File: src/rtl/mult_div_unit.sv
// mult_div_unit
//
// Iterative HI/LO multiply/divide unit for the MIPS datapath. It works on
// operand magnitudes: shift-add multiply or restoring divide, one bit per
// cycle. A final FIX cycle restores the signs for MULT/DIV, and the result is
// committed to the architectural HI/LO registers.
//
// Ports:
//   clk, rst_n     clock and asynchronous active-low reset
//   start, op      operation request (00 MULTU, 01 MULT, 10 DIVU, 11 DIV),
//                  sampled only in IDLE
//   rs_data        multiplicand / dividend / MTHI-MTLO source
//   rt_data        multiplier / divisor
//   mthi, mtlo     write rs_data into HI / LO (IDLE with start=0 only)
//   busy           operation in progress (MUL, DIV, FIX)
//   done           one-cycle pulse; HI/LO hold the new result
//   div_by_zero    one-cycle pulse with done for a divide by zero
//   hi, lo         architectural HI and LO registers

module mult_div_unit #(
    parameter int WIDTH = 32
) (
    input  logic             clk,
    input  logic             rst_n,
    input  logic             start,
    input  logic [1:0]       op,
    input  logic [WIDTH-1:0] rs_data,
    input  logic [WIDTH-1:0] rt_data,
    input  logic             mthi,
    input  logic             mtlo,
    output logic             busy,
    output logic             done,
    output logic             div_by_zero,
    output logic [WIDTH-1:0] hi,
    output logic [WIDTH-1:0] lo
);

    localparam int CNT_W = $clog2(WIDTH);

    typedef enum logic [2:0] {
        IDLE,
        MUL,
        DIV,
        FIX,
        DONE
    } state_t;

    state_t               state_q, state_d;
    logic                 is_div_q, is_div_d;
    logic                 neg_res_q, neg_res_d;
    logic                 neg_rem_q, neg_rem_d;
    logic [WIDTH-1:0]     opnd_q, opnd_d;
    logic [2*WIDTH-1:0]   acc_q, acc_d;
    logic [CNT_W-1:0]     cnt_q, cnt_d;
    logic [WIDTH-1:0]     hi_q, hi_d;
    logic [WIDTH-1:0]     lo_q, lo_d;
    logic                 busy_q, busy_d;
    logic                 done_q, done_d;
    logic                 dbz_q, dbz_d;

    logic                 is_signed;
    logic                 rs_neg, rt_neg;
    logic [WIDTH-1:0]     rs_mag, rt_mag;
    logic [WIDTH:0]       mul_sum;
    logic [WIDTH:0]       div_trial;
    logic [WIDTH:0]       div_diff;
    logic [2*WIDTH-1:0]   prod_fix;
    logic [WIDTH-1:0]     quot_fix, rem_fix;

    // Operand magnitudes and sign-restoration candidates. The magnitude of the
    // most negative value wraps to itself, which is exactly its unsigned
    // magnitude, so the overflow case needs no special handling.
    always_comb begin
        is_signed = op[0];
        rs_neg    = is_signed & rs_data[WIDTH-1];
        rt_neg    = is_signed & rt_data[WIDTH-1];
        rs_mag    = rs_neg ? -rs_data : rs_data;
        rt_mag    = rt_neg ? -rt_data : rt_data;

        // Multiply: acc = {partial product, remaining multiplier bits}.
        mul_sum   = {1'b0, acc_q[2*WIDTH-1:WIDTH]}
                  + (acc_q[0] ? {1'b0, opnd_q} : {(WIDTH+1){1'b0}});

        // Divide: acc = {partial remainder, remaining dividend / quotient bits}.
        div_trial = acc_q[2*WIDTH-1:WIDTH-1];
        div_diff  = div_trial - {1'b0, opnd_q};

        prod_fix  = neg_res_q ? -acc_q : acc_q;
        quot_fix  = neg_res_q ? -acc_q[WIDTH-1:0] : acc_q[WIDTH-1:0];
        rem_fix   = neg_rem_q ? -acc_q[2*WIDTH-1:WIDTH] : acc_q[2*WIDTH-1:WIDTH];
    end

    // Next-state and datapath control.
    always_comb begin
        state_d   = state_q;
        is_div_d  = is_div_q;
        neg_res_d = neg_res_q;
        neg_rem_d = neg_rem_q;
        opnd_d    = opnd_q;
        acc_d     = acc_q;
        cnt_d     = cnt_q;
        hi_d      = hi_q;
        lo_d      = lo_q;
        done_d    = 1'b0;
        dbz_d     = 1'b0;

        case (state_q)
            IDLE: begin
                if (start) begin
                    is_div_d  = op[1];
                    neg_res_d = rs_neg ^ rt_neg;
                    neg_rem_d = rs_neg;
                    cnt_d     = '0;
                    if (op[1]) begin
                        opnd_d = rt_mag;
                        acc_d  = {{WIDTH{1'b0}}, rs_mag};
                        if (rt_data == '0) begin
                            state_d = DONE;
                            done_d  = 1'b1;
                            dbz_d   = 1'b1;
                        end else begin
                            state_d = DIV;
                        end
                    end else begin
                        opnd_d  = rs_mag;
                        acc_d   = {{WIDTH{1'b0}}, rt_mag};
                        state_d = MUL;
                    end
                end else begin
                    if (mthi) hi_d = rs_data;
                    if (mtlo) lo_d = rs_data;
                end
            end
            MUL: begin
                acc_d = {mul_sum, acc_q[WIDTH-1:1]};
                cnt_d = cnt_q + CNT_W'(1);
                if (cnt_q == CNT_W'(WIDTH-1)) state_d = FIX;
            end
            DIV: begin
                if (!div_diff[WIDTH]) begin
                    acc_d = {div_diff[WIDTH-1:0], acc_q[WIDTH-2:0], 1'b1};
                end else begin
                    acc_d = {div_trial[WIDTH-1:0], acc_q[WIDTH-2:0], 1'b0};
                end
                cnt_d = cnt_q + CNT_W'(1);
                if (cnt_q == CNT_W'(WIDTH-1)) state_d = FIX;
            end
            FIX: begin
                // Sign restoration and HI/LO commit share this edge so the
                // registered hi/lo already show the result during DONE.
                if (is_div_q) begin
                    hi_d = rem_fix;
                    lo_d = quot_fix;
                end else begin
                    hi_d = prod_fix[2*WIDTH-1:WIDTH];
                    lo_d = prod_fix[WIDTH-1:0];
                end
                state_d = DONE;
                done_d  = 1'b1;
            end
            DONE: begin
                state_d = IDLE;
            end
            default: begin
                state_d = IDLE;
            end
        endcase

        busy_d = (state_d == MUL) || (state_d == DIV) || (state_d == FIX);
    end

    always_ff @(posedge clk or negedge rst_n) begin
        if (!rst_n) begin
            state_q   <= IDLE;
            is_div_q  <= 1'b0;
            neg_res_q <= 1'b0;
            neg_rem_q <= 1'b0;
            opnd_q    <= '0;
            acc_q     <= '0;
            cnt_q     <= '0;
            hi_q      <= '0;
            lo_q      <= '0;
            busy_q    <= 1'b0;
            done_q    <= 1'b0;
            dbz_q     <= 1'b0;
        end else begin
            state_q   <= state_d;
            is_div_q  <= is_div_d;
            neg_res_q <= neg_res_d;
            neg_rem_q <= neg_rem_d;
            opnd_q    <= opnd_d;
            acc_q     <= acc_d;
            cnt_q     <= cnt_d;
            hi_q      <= hi_d;
            lo_q      <= lo_d;
            busy_q    <= busy_d;
            done_q    <= done_d;
            dbz_q     <= dbz_d;
        end
    end

    assign busy        = busy_q;
    assign done        = done_q;
    assign div_by_zero = dbz_q;
    assign hi          = hi_q;
    assign lo          = lo_q;

endmodule
File: config.mk
export PLATFORM = sky130hd
export DESIGN_NAME = mult_div_unit
export DESIGN_NICKNAME = d
export VERILOG_FILES = /design/src/rtl/mult_div_unit.sv
export SDC_FILE = /design/constraint.sdc
export NUM_CORES = 1
export LEC_CHECK = 0
export CAP_MARGIN = 10
export CORE_ASPECT_RATIO = 0.6
export CORE_MARGIN = 4
export CORE_UTILIZATION = 55
export DETAILED_ROUTE_END_ITERATION = 12
export PLACE_DENSITY = 0.79
export SLEW_MARGIN = 10
export SYNTH_ARGS = -nofsm -noshare
export SYNTH_HDL_FRONTEND = slang
export SYNTH_SLANG_ARGS = --single-unit
File: constraint.sdc
create_clock -name clk -period 4.05 [get_ports clk]
set_clock_uncertainty 0.1 [all_clocks]
set_input_delay 0.81 -clock clk [delete_from_list [all_inputs] [get_ports clk]]
set_output_delay 0.81 -clock clk [all_outputs]
set_load 0.01 [all_outputs]
==> out/metrics.csv <==
stage,metric,value,unit
outcome,run status,"finished, final reports clean",
finish,area grow syn2layout,18.96,%
drt,drt first pass iters,9,
drt,1st-iter DRT viols,2770,
global_route,pin count of the biggest net entering global routing,77,
critical_path,Worst path most repeated cell,buf_4,
critical_path,worst endpoint required time,4.30,ns
hold_path,hold crit path type,primary input to async pin,
finish,Fill cells,2284,
critical_path,FF-to-FF Start,acc_q[31],
logic_synthesis,largest area contributor in the netlist,dfrtp_1,
drt,post-route ant nets,0,
finish,footprint of the multi-input gates,0.009965,mm^2
logic_synthesis,prevailing post-synth register cell,dfrtp_1,
flow_run,max cap viols,0,
logic_synthesis,largest cells by area after synthesis,"dfrtp_1, a21oi_1, o21ai_0",
logic_synthesis,unique cell type count in the Yosys netlist,87,
floorplan,I/O pins,138,
placement,area post-placement,0.01720,mm^2
floorplan,FP Rows,46,
logic_synthesis,Mapped Nets,2080,
placement,GPL Wtd Cong,1.037,
logic_synthesis,"FF+latch count, synth",174,
critical_path,"slowest stage delay, CP",0.38,ns
logic_synthesis,Post-Syn Area,0.01500,mm^2
cts,Max Buffers Root-to-Sink,2,
logic_synthesis,synth cell count leaders,"a21oi_1, nor2_1, nand2_1, o21ai_0, dfrtp_1",
cts,CTS sink cnt,174,
critical_path,reg2reg end,acc_q[61],
floorplan,die area,0.03007,mm^2
cts,clk slew on worst S/H paths,0.08,ns
floorplan,die width,221.2,um
timing,RSZ-0062 raised after global routing,no,
timing,Slew @ Worst Pin,1.112,ns
finish,post-route cell area,0.01785,mm^2
critical_path,CP Cell Sequence,"inv_1, ha_1, fa_1, nor2b_1, o211ai_1, nand3_1, and3_1, nor2_1, mux2_4, buf_4, nor2_2, buf_4, a2111oi_0, nand3b_1",
pwr,peak supply drop,0.0004542,V
timing,fin crit share,94.21,%
critical_path,Crit Path Class,register to register,
global_route,number of antenna violations at the first check in global routing,4,
drt,drt wl/cell,25.04,um
pwr,P per Cell Area,883.3,mW/mm^2
drt,Vias,16410,
floorplan,core area,0.02665,mm^2
logic_synthesis,top-count cell post-synth,a21oi_1,
placement,DP HPWL,48410,um
timing,final setup vio count,0,
global_route,global-route wire length before repair,91870,um
finish,register area,0.004354,mm^2
logic_synthesis,Post-Syn Area per Cell,7.746,um^2
cts,worst skew pair latency,0.47,ns
cts,CTS tree,done,
cts,Root Buffer,clkbuf_16,
critical_path,Setup crit start kind,register,
global_route,total track usage,40.03,%
logic_synthesis,asr flop ratio synth,100.0,%
finish,layout cells sized above 1,8.973,%
logic_synthesis,post-synthesis sequential area ratio,29.02,%
critical_path,Critical Path Source,acc_q[31],
timing,Slew Limit Fails,0,
critical_path,Critical-path top delay cell,dfrtp_1,
drt,DRC,0,
floorplan,Die H,135.9,um
cts,TritonCTS buffer count,17,
drt,Vias/cell,6.707,
critical_path,worst r2r path cells,14,
timing,Max-slew headroom,25.87,%
critical_path,CP Data Arrival Time,4.07,ns
finish,Post-layout nets,2214,
timing,Fmax,0.2621,GHz
timing,post-layout min period,3.816,ns
logic_synthesis,Synth warnings,0,
placement,PortBufs,137,
critical_path,worst-path fanout max,4,
logic_synthesis,Syn Inst Count,1937,
global_route,total gr overflow,0,
pwr,Leakage,7.746,nW
cts,htree depth,4,
drt,drt total wl,61280,um
global_route,number of global-route vias before repair,14670,
logic_synthesis,Post-synth EDFFs,0,
logic_synthesis,Yosys top cell area share,29.02,%
floorplan,Starting Density,56.30,%
timing,Final TNS setup,0,ns
timing,Fin. Hold Viols,0,
critical_path,CP Capture Type,register,
critical_path,FF-to-FF setup slack,0.23,ns
[through the flow]
stage / std cells / setup WS [ns] / utilization, % / hold slack (ns) / power [mW]
after floorplan: 1937 / 0.7765 / - / 0.3429 / 9.586
after global placement: 2412 / 0.1900 / 64.56 / 0.3613 / 13.27
after CTS: 2444 / 0.2319 / 66.89 / 0.3082 / 15.31
after global routing: 2444 / 0.02931 / 66.95 / 0.3297 / 16.61
final: 2447 / 0.2344 / 66.97 / 0.2815 / 15.76
after detailed placement: 2412 / 0.06211 / 64.56 / 0.3670 / 13.49
[power breakdown]
group | total, mW | internal (mW) | leakage, nW | switching, mW
Combinational | 10.6 | 4.17 | 5.28 | 6.42
Clock | 1.80 | 0.943 | 0.301 | 0.855
Sequential | 3.38 | 2.53 | 2.16 | 0.851
[repair_timing]
action | 4_1_cts | 5_1_grt
setup buffers | 0 | 0
setup endpoints to repair | 0 | 6
resized for setup | 0 | 4
hold buffers | 0 | 0
[sequential cells by signal, summed over array words and instances (netlist names), 3 cells and up]
name / flops
hi: 32
state_q: 3
acc_q: 64
lo: 32
opnd_q: 32
cnt_q: 5
[layout by cell type, fill, tap and decap left out, types with 7 or more instances in the layout]
cell	synthesis	layout
a21oi_1	204	203
xnor2_1	87	87
nor2_1	201	198
xor2_1	74	74
o41ai_1	9	9
o21ai_0	197	197
mux2i_1	31	31
a22oi_1	31	31
inv_1	59	59
o211ai_1	28	28
o221ai_1	9	9
nor4_1	13	13
nand3b_1	7	7
and3_1	34	34
a211oi_1	15	15
o31ai_1	25	25
a31oi_1	19	19
nand2b_1	10	10
nand3_1	32	32
a221oi_1	18	18
a222oi_1	10	10
and2_1	21	21
nand2_1	197	197
buf_4	1	99
a21o_1	32	31
o21ai_1	11	11
nor3_1	44	43
o21a_1	10	10
clkdlybuf4s50_1	0	135
clkbuf_16	0	17
nor2b_1	17	17
nand4_1	9	9
dfrtp_1	174	174
or3_1	8	8
or4_1	11	11
ha_1	70	70
[cell families after synthesis]
logic type	count (synthesis)	synth area share, %
compound gates	671	27.87
simple gates	642	20.59
buf+inv	185	4.845
flops	174	29.02
xor+xnor	161	9.399
fa+ha+maj	72	6.105
mux	32	2.168
[layout make-up]
class | count | share of cell area [%]
Antenna cell | 3 | 0.04206
Multi-Input combinational cell | 1578 | 55.83
Inverter | 59 | 1.241
Clock inverter | 15 | 1.108
Sequential cell | 174 | 24.40
Timing Repair Buffer | 241 | 12.47
Clock buffer | 17 | 2.384
Tap cell | 360 | 2.524
[metal layers]
metal / GRT usage, % / part of all wire (%)
met1: 61.59 / 45
met2: 53.12 / 38
met3: 14.70 / 15
met4: 7.967 / 1.8
met5: 0 / 0.059
[worst max-delay path: cells and delay by family (launching register included)]
family                   cells  cell delay (ns)
AO/OA/AOI/OAI                2             0.36
adder cells (fa/ha/maj)      2             0.48
buffers and inverters        3             0.47
flip-flops                   1             0.38
multiplexers                 1             0.38
AND/OR/NAND/NOR              6             1.54
[how the worst max path moves through the flow]
stage                       to  cells past startpoint  slack (ns)
global route         acc_q[61]                     12        0.03
finish               acc_q[61]                     14        0.23
floorplan            acc_q[60]                     14        0.78
global placement    opnd_q[29]                     10        0.19
detailed placement  opnd_q[29]                     10        0.06
CTS                  acc_q[60]                     15        0.23
Note: power is estimated with default switching activity, not from simulation.
